--- src/rtl/rtn_xbar_core_4x3_pkg.sv ---
// Shared sizes and types for the memory-port controller return path.
package mpc_types;

   localparam int BANK_NUM   = 4;
   localparam int CH_NUM     = 3;
   localparam int RSP_DATA_W = 128;
   localparam int BANK_ID_W  = 2;
   localparam int CH_ID_W    = 2;

   // channel_id value that addresses no channel; such beats are dropped
   localparam logic [CH_ID_W-1:0] CH_ID_INVALID = 2'd3;

   typedef struct packed {
      logic [RSP_DATA_W-1:0] data;
      logic [BANK_ID_W-1:0]  bank_id;
   } rtn_rsp_t;

   // Index of the set bit in a one-hot bank vector (0 when empty)
   function automatic logic [BANK_ID_W-1:0] onehot_to_idx(input logic [BANK_NUM-1:0] oh);
      logic [BANK_ID_W-1:0] idx;
      idx = '0;
      for (int i = 0; i < BANK_NUM; i++) begin
         if (oh[i]) idx = BANK_ID_W'(i);
      end
      return idx;
   endfunction

endpackage

--- src/rtl/rtn_xbar_core_4x3_rr_arb.sv ---
// N-way round-robin arbiter. The pointer names the highest-priority
// requester; after a grant to k it moves to k+1 so k becomes lowest.
module rr_arb #(
   parameter int N = 4
) (
   input  logic         clk,
   input  logic         rst_n,
   input  logic [N-1:0] i_req,
   input  logic         i_en,
   output logic [N-1:0] o_gnt
);

   localparam int PW = (N > 1) ? $clog2(N) : 1;

   logic [PW-1:0] r_ptr;
   logic [PW-1:0] w_ptr_nxt;
   logic [N-1:0]  w_gnt;
   logic          w_found;
   logic [PW-1:0] w_idx;
   int            w_idx_int;

   // Scan requesters starting at the pointer; first hit wins
   always_comb begin
      w_gnt     = '0;
      w_ptr_nxt = r_ptr;
      w_found   = 1'b0;
      w_idx_int = 0;
      w_idx     = '0;
      for (int i = 0; i < N; i++) begin
         w_idx_int = int'(r_ptr) + i;
         if (w_idx_int >= N) w_idx_int = w_idx_int - N;
         w_idx = PW'(w_idx_int);
         if (!w_found && i_en && i_req[w_idx]) begin
            w_gnt[w_idx] = 1'b1;
            w_found      = 1'b1;
            w_ptr_nxt    = (w_idx_int == N - 1) ? '0 : PW'(w_idx_int + 1);
         end
      end
   end

   // Pointer register; only advances when a grant was issued
   always_ff @(posedge clk) begin
      if (!rst_n) begin
         r_ptr <= '0;
      end else begin
         r_ptr <= w_ptr_nxt;
      end
   end

   assign o_gnt = w_gnt;

endmodule

--- src/rtl/rtn_xbar_core_4x3.sv ---
// Return-path crossbar: 4 memory banks -> 3 requesting channels.
// Each channel owns a round-robin arbiter and a one-beat output slot.
module rtn_xbar_core_4x3
   import mpc_types::*;
(
   input  logic                  clk,
   input  logic                  rst_n,

   input  logic                  d_bank_0_rsp_valid,
   output logic                  d_bank_0_rsp_ready,
   input  logic [RSP_DATA_W-1:0] d_bank_0_rsp_data,
   input  logic [CH_ID_W-1:0]    d_bank_0_rsp_channel_id,

   input  logic                  d_bank_1_rsp_valid,
   output logic                  d_bank_1_rsp_ready,
   input  logic [RSP_DATA_W-1:0] d_bank_1_rsp_data,
   input  logic [CH_ID_W-1:0]    d_bank_1_rsp_channel_id,

   input  logic                  d_bank_2_rsp_valid,
   output logic                  d_bank_2_rsp_ready,
   input  logic [RSP_DATA_W-1:0] d_bank_2_rsp_data,
   input  logic [CH_ID_W-1:0]    d_bank_2_rsp_channel_id,

   input  logic                  d_bank_3_rsp_valid,
   output logic                  d_bank_3_rsp_ready,
   input  logic [RSP_DATA_W-1:0] d_bank_3_rsp_data,
   input  logic [CH_ID_W-1:0]    d_bank_3_rsp_channel_id,

   output logic                  u_channel_0_rsp_valid,
   input  logic                  u_channel_0_rsp_ready,
   output logic [RSP_DATA_W-1:0] u_channel_0_rsp_data,
   output logic [BANK_ID_W-1:0]  u_channel_0_rsp_bank_id,

   output logic                  u_channel_1_rsp_valid,
   input  logic                  u_channel_1_rsp_ready,
   output logic [RSP_DATA_W-1:0] u_channel_1_rsp_data,
   output logic [BANK_ID_W-1:0]  u_channel_1_rsp_bank_id,

   output logic                  u_channel_2_rsp_valid,
   input  logic                  u_channel_2_rsp_ready,
   output logic [RSP_DATA_W-1:0] u_channel_2_rsp_data,
   output logic [BANK_ID_W-1:0]  u_channel_2_rsp_bank_id
);

   logic [BANK_NUM-1:0]   w_bank_valid;
   logic [BANK_NUM-1:0]   w_bank_ready;
   logic [RSP_DATA_W-1:0] w_bank_data  [BANK_NUM];
   logic [CH_ID_W-1:0]    w_bank_ch_id [BANK_NUM];

   logic [CH_NUM-1:0]     w_ch_ready;
   logic [CH_NUM-1:0]     w_slot_free;
   logic [CH_NUM-1:0]     w_arb_en;
   logic [CH_NUM-1:0]     w_gnt_any;
   logic [BANK_NUM-1:0]   w_req [CH_NUM];
   logic [BANK_NUM-1:0]   w_gnt [CH_NUM];
   rtn_rsp_t              w_rsp_nxt [CH_NUM];

   logic [CH_NUM-1:0]     r_valid;
   rtn_rsp_t              r_rsp [CH_NUM];

   assign w_bank_valid = {d_bank_3_rsp_valid, d_bank_2_rsp_valid,
                          d_bank_1_rsp_valid, d_bank_0_rsp_valid};
   assign w_bank_data[0]  = d_bank_0_rsp_data;
   assign w_bank_data[1]  = d_bank_1_rsp_data;
   assign w_bank_data[2]  = d_bank_2_rsp_data;
   assign w_bank_data[3]  = d_bank_3_rsp_data;
   assign w_bank_ch_id[0] = d_bank_0_rsp_channel_id;
   assign w_bank_ch_id[1] = d_bank_1_rsp_channel_id;
   assign w_bank_ch_id[2] = d_bank_2_rsp_channel_id;
   assign w_bank_ch_id[3] = d_bank_3_rsp_channel_id;

   assign w_ch_ready = {u_channel_2_rsp_ready, u_channel_1_rsp_ready,
                        u_channel_0_rsp_ready};

   // Decode which banks are asking for each channel
   always_comb begin
      for (int m = 0; m < CH_NUM; m++) begin
         w_req[m] = '0;
         for (int n = 0; n < BANK_NUM; n++) begin
            w_req[m][n] = w_bank_valid[n] && (w_bank_ch_id[n] == CH_ID_W'(m));
         end
      end
   end

   // A slot may be reloaded when empty or drained this cycle; reset blocks grants
   always_comb begin
      for (int m = 0; m < CH_NUM; m++) begin
         w_slot_free[m] = !r_valid[m] || w_ch_ready[m];
         w_arb_en[m]    = rst_n && w_slot_free[m];
      end
   end

   for (genvar g = 0; g < CH_NUM; g++) begin : g_arb
      rr_arb #(
         .N (BANK_NUM)
      ) u_rr_arb (
         .clk   (clk),
         .rst_n (rst_n),
         .i_req (w_req[g]),
         .i_en  (w_arb_en[g]),
         .o_gnt (w_gnt[g])
      );
   end

   // Bank ready: its channel's grant, or immediate accept of an invalid-id beat
   always_comb begin
      w_bank_ready = '0;
      for (int n = 0; n < BANK_NUM; n++) begin
         if (rst_n && w_bank_valid[n] && (w_bank_ch_id[n] == CH_ID_INVALID)) begin
            w_bank_ready[n] = 1'b1;
         end
         for (int m = 0; m < CH_NUM; m++) begin
            if (w_gnt[m][n]) w_bank_ready[n] = 1'b1;
         end
      end
   end

   // Select the granted bank's payload for each channel slot
   always_comb begin
      for (int m = 0; m < CH_NUM; m++) begin
         w_gnt_any[m]         = |w_gnt[m];
         w_rsp_nxt[m].bank_id = onehot_to_idx(w_gnt[m]);
         w_rsp_nxt[m].data    = w_bank_data[w_rsp_nxt[m].bank_id];
      end
   end

   // Output slots: hold under backpressure, load on grant, empty otherwise
   always_ff @(posedge clk) begin
      if (!rst_n) begin
         r_valid <= '0;
         for (int m = 0; m < CH_NUM; m++) begin
            r_rsp[m] <= '0;
         end
      end else begin
         for (int m = 0; m < CH_NUM; m++) begin
            if (w_slot_free[m]) begin
               r_valid[m] <= w_gnt_any[m];
               if (w_gnt_any[m]) r_rsp[m] <= w_rsp_nxt[m];
            end
         end
      end
   end

   assign d_bank_0_rsp_ready = w_bank_ready[0];
   assign d_bank_1_rsp_ready = w_bank_ready[1];
   assign d_bank_2_rsp_ready = w_bank_ready[2];
   assign d_bank_3_rsp_ready = w_bank_ready[3];

   assign u_channel_0_rsp_valid   = r_valid[0];
   assign u_channel_0_rsp_data    = r_rsp[0].data;
   assign u_channel_0_rsp_bank_id = r_rsp[0].bank_id;
   assign u_channel_1_rsp_valid   = r_valid[1];
   assign u_channel_1_rsp_data    = r_rsp[1].data;
   assign u_channel_1_rsp_bank_id = r_rsp[1].bank_id;
   assign u_channel_2_rsp_valid   = r_valid[2];
   assign u_channel_2_rsp_data    = r_rsp[2].data;
   assign u_channel_2_rsp_bank_id = r_rsp[2].bank_id;

endmodule

--- config.mk ---
export PLATFORM = sky130hd
export DESIGN_NAME = rtn_xbar_core_4x3
export DESIGN_NICKNAME = d
export VERILOG_FILES = /design/src/rtl/rtn_xbar_core_4x3_pkg.sv /design/src/rtl/rtn_xbar_core_4x3_rr_arb.sv /design/src/rtl/rtn_xbar_core_4x3.sv
export SDC_FILE = /design/constraint.sdc
export NUM_CORES = 1
export LEC_CHECK = 0
export CORE_AREA = 8 8 350 352
export CTS_CLUSTER_SIZE = 24
export DETAILED_ROUTE_END_ITERATION = 12
export DIE_AREA = 0 0 358 360
export PLACE_DENSITY = 0.44
export SLEW_MARGIN = 20
export SYNTH_ARGS = -nofsm -noshare
export SYNTH_HDL_FRONTEND = slang
export SYNTH_SLANG_ARGS = --single-unit
--- constraint.sdc ---
create_clock -name clk -period 7.2 [get_ports clk]
set_input_delay 1.08 -clock clk [delete_from_list [all_inputs] [get_ports clk]]
set_output_delay 1.08 -clock clk [all_outputs]
set_load 0.01 [all_outputs]
==> key figures, run 1 <==
Detailed routing
  – DRC viols: 0
  – Via count: 26900
  – Wire per inst: 30.9 um
  – 1st-iter DRT viols: 2437
  – Pre-antenna DRT Iters: 5
  – Post-route ant nets: 0
  – Final WL: approximately 150000 um
  – Drt via density: 5.38

Power and ir drop
  – NetSw: just under 7 mW
  – Clock group share of total power: 0.173
  – VDD IR max: slightly below 0.0003 V
  – Total power draw: approximately 16 mW
  – Part of the power in registers: 0.294
  – Internal power: ~9.4 mW
  – Combinational share of power: 0.532
  – Pwr dens: ~420 nW/um^2
  – LEAKAGE: 13.0 nW
  – Sw frac: 0.418

Global routing
  – Initial antenna violation count: just under 50
  – Congestion Overflow GR: 0
  – Pin count of the biggest net entering global routing: between 100 and 150
  – Grt met3 use: 0.0634
  – Met1 Use GR: 0.273
  – GRT busiest layer: met2
  – Met2 GRT Util: 0.385
  – First-pass GRT wire length: between 200000 and 250000 um
  – All-Layer GR Usage: 0.225
  – Vias in the first global route: 26300

Final layout
  – Nets: 3932
  – Filler Cells Inserted: roughly 12000
  – Fin cells: ~5000
  – Commonest cells after routing, fill and taps aside: clkdlybuf4s50_1, a21oi_1, edfxtp_1, nand2_1, a22oi_1
  – Share of cells above drive strength 1: 0.0884
  – Final core occ: 0.327
  – Syn-to-layout area delta: 48.9%
  – Commonest non-fill, non-tap cell in the layout: clkdlybuf4s50_1

Die
  – Initial core utilization: 0.219
  – Die area: 129000 sq um
  – Die Y: ~360 um
  – CORE AREA: about 120000 sq um
  – Num ports: 926
  – Site Rows: 126
  – Die Width: roughly 360 um

Synthesis
  – Syn Nets: ~3200
  – Yosys warning total: 0
  – Netlist cell types: 71
  – Post-Synthesis Cells: roughly 2600
  – Post-Syn Area: ~26000 sq um
  – Sequential fraction of the synthesis area: 0.463
  – Post-synth EDFFs: 390
  – Flops & latches, synth: around 400
  – Asr flop ratio synth: 0
  – Primary FF master, synth: edfxtp_1
  – Mapped Avg Cell Area: 9.85 sq um

Timing
  – RSZ-0062 raised after global routing: no
  – Actual slew at the worst max-slew pin: about 1.1 ns
  – Total negative setup slack: 0 ns
  – Worst rel slew slack: 0.278
  – Max Slew Vio Count: 0
  – Final hold violation count: 0
  – Top achievable clock speed: approximately 170 MHz
  – Tmin final: 5.75 ns
  – Tcrit/Tclk final: 0.798
  – Hold Worst Slack: between 0.5 and 0.6 ns
  – Worst clock skew: approximately 0.022 ns
  – Endpoints failing setup: 0

Setup path
  – CP arrival: roughly 4.7 ns
  – Crit Path Class: reg -> out
  – Reg2reg setup slack: between 1.5 and 2 ns
  – Req. time, crit path: a little over 6 ns
  – Crit. End Element: primary output
  – Crit Path Max Fanout: 20
  – Worst setup SP type: flop

Clock network
  – Clock-pin slew on the worst setup and hold paths: approximately 0.060 ns
  – Hold-fix buffers, CTS: 0
  – Bufs on Longest Clock Path: 3
  – Cts bufs inserted: 55
  – H-tree depth: 2
  – Skew-Pair Late Insertion Delay: 0.65 ns
  – Clock Root Buffer: clkbuf_16
  – TritonCTS clock tree: done
  – Setup Fix Bufs, Post-CTS: 0
  – CTS resizes: 0
  – Clock Sinks: around 400

Place
  – # port buffers: just over 900
  – RePlAce Congestion: 0.871
  – Post-DP HPWL: between 100000 and 150000 um
  – Placed cell count: about 5000

Run
  – Max Cap Violations: 0

Run status
  – Status: completed

Min path
  – Hold Crit Class: reg -> reg
## worst max-delay path, cell delays in order (launching register included)
cell	delay, ns
dfxtp_1	0.75
inv_1	0.28
ha_1	0.52
nand4b_1	0.17
o211ai_1	0.25
nand2_1	0.19
nor3b_2	0.69
a221oi_1	0.23
and4b_1	0.25
nand3_1	0.07
clkdlybuf4s50_1	0.61
## metal layers
metal | vias to the layer above | part of all wire
met1 | 13400 | 0.39
met4 | 30 | 0.027
met3 | 235 | 0.094
met5 | - | 0.0013
met2 | 1436 | 0.49
li1 | 11700 | -
## area by class of cell
cell class              count  area, sq um  area share
multi-input cells        1927        12600       0.329
flip-flops and latches    399        11900       0.311
inverters                  12         45.0     0.00118
clock inverters            33          280     0.00733
well taps                1536         1920      0.0503
diodes                     27         67.6     0.00177
repair buffers            989         9990       0.261
clock buffers              68         1470      0.0384
## registers in the layout, indices dropped and copies added, names as in the netlist
name	cells
r_rsp	390
g_arb.u_rr_arb.r_ptr	6
r_valid	3
## power by group through the flow
stage | Sequential, mW | Combinational [mW] | Clock (mW)
after global routing | 4.84 | 9.14 | 2.92
after floorplan | 5.27 | 3.70 | 0
after detailed placement | 4.78 | 8.66 | 0
final | 4.75 | 8.59 | 2.80
after global placement | 4.79 | 8.69 | 0
after CTS | 4.76 | 8.70 | 2.86
## synthesized netlist by cell type (4+ instances only)
cell	instances	area [sq um]
a21oi_1	528	2640
edfxtp_1	390	11700
nand2_1	285	1070
a22oi_1	260	1950
clkbuf_1	180	676
nand3_1	140	701
nand2b_1	135	845
o211ai_1	135	1010
mux2_2	128	1440
o2bb2ai_1	128	1120
buf_2	34	170
buf_6	33	372
nor2_1	24	90.1
ha_1	19	238
inv_1	11	41.3
buf_1	10	37.5
nand3b_1	10	75.1
o21ai_0	10	50.1
dfxtp_1	9	180
mux4_2	8	180
nor3_1	8	40.0
buf_4	7	52.6
mux2i_1	7	70.1
nand4_1	7	43.8
and2_1	6	37.5
and3b_1	6	52.6
a31oi_1	5	31.3
nand4b_1	5	43.8
a221oi_1	4	35.0
nor4_1	4	25.0
or3b_1	4	35.0
## kinds of logic (layout without fill, tap and decap cells)
| kind of cell | count (synthesis) | in the layout | share of synthesized area |
|---|---|---|---|
| AO/OA/AOI/OAI | 1110 | 1110 | 0.282 |
| AND/OR/NAND/NOR | 653 | 653 | 0.125 |
| flip-flops | 399 | 399 | 0.463 |
| buffers and inverters | 279 | 1102 | 0.0537 |
| multiplexers | 143 | 143 | 0.0659 |
| adder cells (fa/ha/maj) | 19 | 19 | 0.00926 |
| XOR/XNOR | 2 | 2 | 0.000683 |
| other | 0 | 27 | 0 |
## per-stage QoR
step	worst slack [ns]	instance area, sq um
after global routing	1.15	38200
final	1.45	38200
after detailed placement	1.67	36400
after global placement	1.61	36400
after floorplan	0.768	25700
after CTS	1.44	38200
## path summary, 6_finish.rpt
check	from	end	depth (start not counted)
max	g_arb[2].u_rr_arb.r_ptr[0]	d_bank_0_rsp_ready	10
min	r_valid[1]	r_valid[1]	2
max reg2reg	g_arb[2].u_rr_arb.r_ptr[0]	r_rsp[0][290]	11
min reg2reg	r_valid[1]	r_valid[1]	2
No activity file was read; power rests on OpenSTA's default activity.
==> inputs of run 2 (changes only) <==
--- a/config.mk
+++ b/config.mk
@@ -9,7 +9,7 @@
 export CTS_CLUSTER_SIZE = 24
 export DETAILED_ROUTE_END_ITERATION = 12
 export DIE_AREA = 0 0 358 360
-export PLACE_DENSITY = 0.44
+export PLACE_DENSITY = 0.46
 export SLEW_MARGIN = 20
 export SYNTH_ARGS = -nofsm -noshare
 export SYNTH_HDL_FRONTEND = slang
==> constraint.sdc (replaced) <==
create_clock -name clk -period 5.1 [get_ports clk]
set_input_delay 0.765 -clock clk [delete_from_list [all_inputs] [get_ports clk]]
set_output_delay 0.765 -clock clk [all_outputs]
set_load 0.01 [all_outputs]
==> key figures, run 2 (synthesis results as in run 1) <==
Run status
  – Status: completed

Final layout
  – Syn-to-layout area delta: 50.3%
  – Commonest non-fill, non-tap cell in the layout: clkdlybuf4s50_1
  – Max FFs per register: between 300 and 400
  – Share of cells above drive strength 1: 0.0928
  – Footprint of the multi-input gates: 12600 sq um
  – Filler Cells Inserted: between 10000 and 15000
  – Nets: between 3000 and 4000
  – Commonest cells after routing, fill and taps aside: clkdlybuf4s50_1, a21oi_1, edfxtp_1, nand2_1, a22oi_1
  – Largest Register: r_rsp
  – Largest registers: r_rsp: 390 flops, g_arb.u_rr_arb.r_ptr: 6 flops, r_valid: 3 flops
  – Finished Cell Area: around 39000 sq um
  – FF+latch area: 11900 sq um
  – Fin cells: 5015
  – Final core occ: 0.330

Place
  – # port buffers: slightly above 900
  – Placed cell count: roughly 5000
  – RePlAce Congestion: roughly 0.94
  – Placed instance area: approximately 37000 sq um
  – Worst slack at placement: between 0.3 and 0.4 ns
  – Post-DP HPWL: approximately 100000 um

Detailed routing
  – Final WL: about 150000 um
  – Pre-antenna DRT Iters: 6
  – Post-route ant nets: 0
  – DRC viols: 0
  – Drt via density: approximately 5.4
  – Via count: approximately 27000
  – Wire per inst: slightly above 30 um
  – 1st-iter DRT viols: 2645

Timing
  – Final hold violation count: 0
  – Final WS setup: between 0.2 and 0.3 ns
  – Tcrit/Tclk final: 0.949
  – Hold Worst Slack: 0.590 ns
  – Worst rel slew slack: 0.197
  – RSZ-0062 raised after global routing: no
  – Actual slew at the worst max-slew pin: ~1.2 ns
  – Max Slew Vio Count: 0
  – Tmin final: roughly 4.8 ns
  – Endpoints failing setup: 0
  – Top achievable clock speed: ~210 MHz
  – Worst clock skew: 0.0480 ns
  – Total negative setup slack: 0 ns

Clock network
  – TritonCTS clock tree: done
  – Skew-Pair Late Insertion Delay: between 0.6 and 0.7 ns
  – Hold-fix buffers, CTS: 0
  – Cts bufs inserted: 54
  – Clock Root Buffer: clkbuf_16
  – Bufs on Longest Clock Path: 3
  – Clock-pin slew on the worst setup and hold paths: roughly 0.060 ns
  – H-tree depth: 2
  – Clock Sinks: approximately 400

Setup path
  – Critical path's largest stage delay: approximately 0.63 ns
  – RR Startpoint: g_arb[2].u_rr_arb.r_ptr[1]
  – Crit. End Element: primary output
  – Reg2reg setup slack: between 0.8 and 0.9 ns
  – Crit-path slowest cell: clkdlybuf4s50_1
  – Crit Path Class: reg -> out
  – Req. time, crit path: between 4 and 5 ns
  – CP arrival: 4.08 ns
  – R2r worst-path depth: 12
  – Buffers & Inverters on Critical Path: 2
  – Worst setup SP type: flop
  – Crit Path Max Fanout: 11
  – CP Cell Sequence: inv_1, ha_1, nand4b_1, o211ai_1, nand2_1, nor3b_4, a221oi_1, and4b_1, nand3_1, clkdlybuf4s50_1
  – Largest delay contributor family on the critical path: simple AND/OR/NAND/NOR gates
  – RR Endpoint: r_rsp[0][298]

Global routing
  – All-Layer GR Usage: 0.223
  – Pin count of the biggest net entering global routing: 146
  – First-pass GRT wire length: ~210000 um
  – Congestion Overflow GR: 0
  – Vias in the first global route: between 20000 and 30000
  – Initial antenna violation count: 46

Min path
  – Hold Startpoint: r_valid[1]
  – Hold Crit Class: reg -> reg
  – Hold depth: 2
  – Hold Crit Endpoint: r_valid[1]

Power and ir drop
  – Part of the power in registers: 0.290
  – Clock group share of total power: 0.163
  – LEAKAGE: 13.2 nW
  – Total power draw: approximately 23 mW
  – Pwr dens: about 600 nW/um^2
  – VDD IR max: between 0.0003 and 0.0004 V
  – Internal power: about 13 mW
  – Combinational share of power: 0.546
  – NetSw: roughly 9.5 mW
  – Sw frac: 0.415

Die
  – Initial core utilization: 0.219
  – Num ports: 926
  – CORE AREA: about 120000 sq um
  – Site Rows: between 100 and 150
  – Die area: 129000 sq um
  – Die Y: between 300 and 400 um
  – Die Width: approximately 360 um

Run
  – Max Cap Violations: 0
[run 2: what timing repair did]
| action | in CTS | in global routing |
|---|---|---|
| hold endpoints to repair | 0 | 0 |
| endpoints found under the setup margin | 0 | 2 |
| buffers inserted | 0 | 0 |
| resized for setup | 0 | 1 |
[run 2: layer usage]
metal	wire [um]	vias to the layer above	GRT usage
met3	14200	212	0.0592
met1	61500	13500	0.281
met4	4650	16	0.0720
met5	106	-	0
li1	-	11800	-
met2	73000	1552	0.370
[run 2: worst max-delay path by stage]
stage                                           from                 end  slack, ns  depth (start not counted)
after global routing      g_arb[2].u_rr_arb.r_ptr[1]  d_bank_0_rsp_ready      0.008                         10
final                     g_arb[2].u_rr_arb.r_ptr[1]  d_bank_0_rsp_ready       0.26                         10
after detailed placement  d_bank_2_rsp_channel_id[0]       r_rsp[0][367]       0.31                         11
after CTS                 g_arb[2].u_rr_arb.r_ptr[1]  d_bank_0_rsp_ready       0.08                         10
after floorplan           d_bank_2_rsp_channel_id[1]         r_rsp[0][0]       0.28                         10
after global placement            d_bank_1_rsp_valid  d_bank_1_rsp_ready       0.30                          8
[run 2: cell type report]
type | instances | area share
antenna | 32 | 0.00208
clock buffer | 67 | 0.0368
clock inverter | 32 | 0.00594
inverter | 12 | 0.00117
multi-input combinational | 1927 | 0.326
sequential | 399 | 0.308
tap | 1536 | 0.0498
timing repair buffer | 1010 | 0.270
[run 2: tightest hold or removal path, delay by kind of cell, from the launching register on]
family,cells,cell delay (ns)
and+or+nand+nor,1,0.13
DFF,1,0.32
AOI/OAI and AO/OA,1,0.09
[run 2: power by group through the flow]
stage / clock network [mW] / logic [mW] / registers, mW
6_report: 3.75 / 12.6 / 6.67
4_1_cts: 3.87 / 12.7 / 6.68
3_5_place_dp: 0 / 12.6 / 6.71
3_3_place_gp: 0 / 12.7 / 6.73
2_1_floorplan: 0 / 5.22 / 7.37
5_1_grt: 3.97 / 13.3 / 6.80
==> inputs of run 3 (changes only) <==
--- a/config.mk
+++ b/config.mk
@@ -10,6 +10,7 @@
 export DETAILED_ROUTE_END_ITERATION = 12
 export DIE_AREA = 0 0 358 360
 export PLACE_DENSITY = 0.46
+export SKIP_CTS_REPAIR_TIMING = 1
 export SLEW_MARGIN = 20
 export SYNTH_ARGS = -nofsm -noshare
 export SYNTH_HDL_FRONTEND = slang
==> results of run 3 <==
The final DEF is identical to that of run 2; final timing and power are the same.
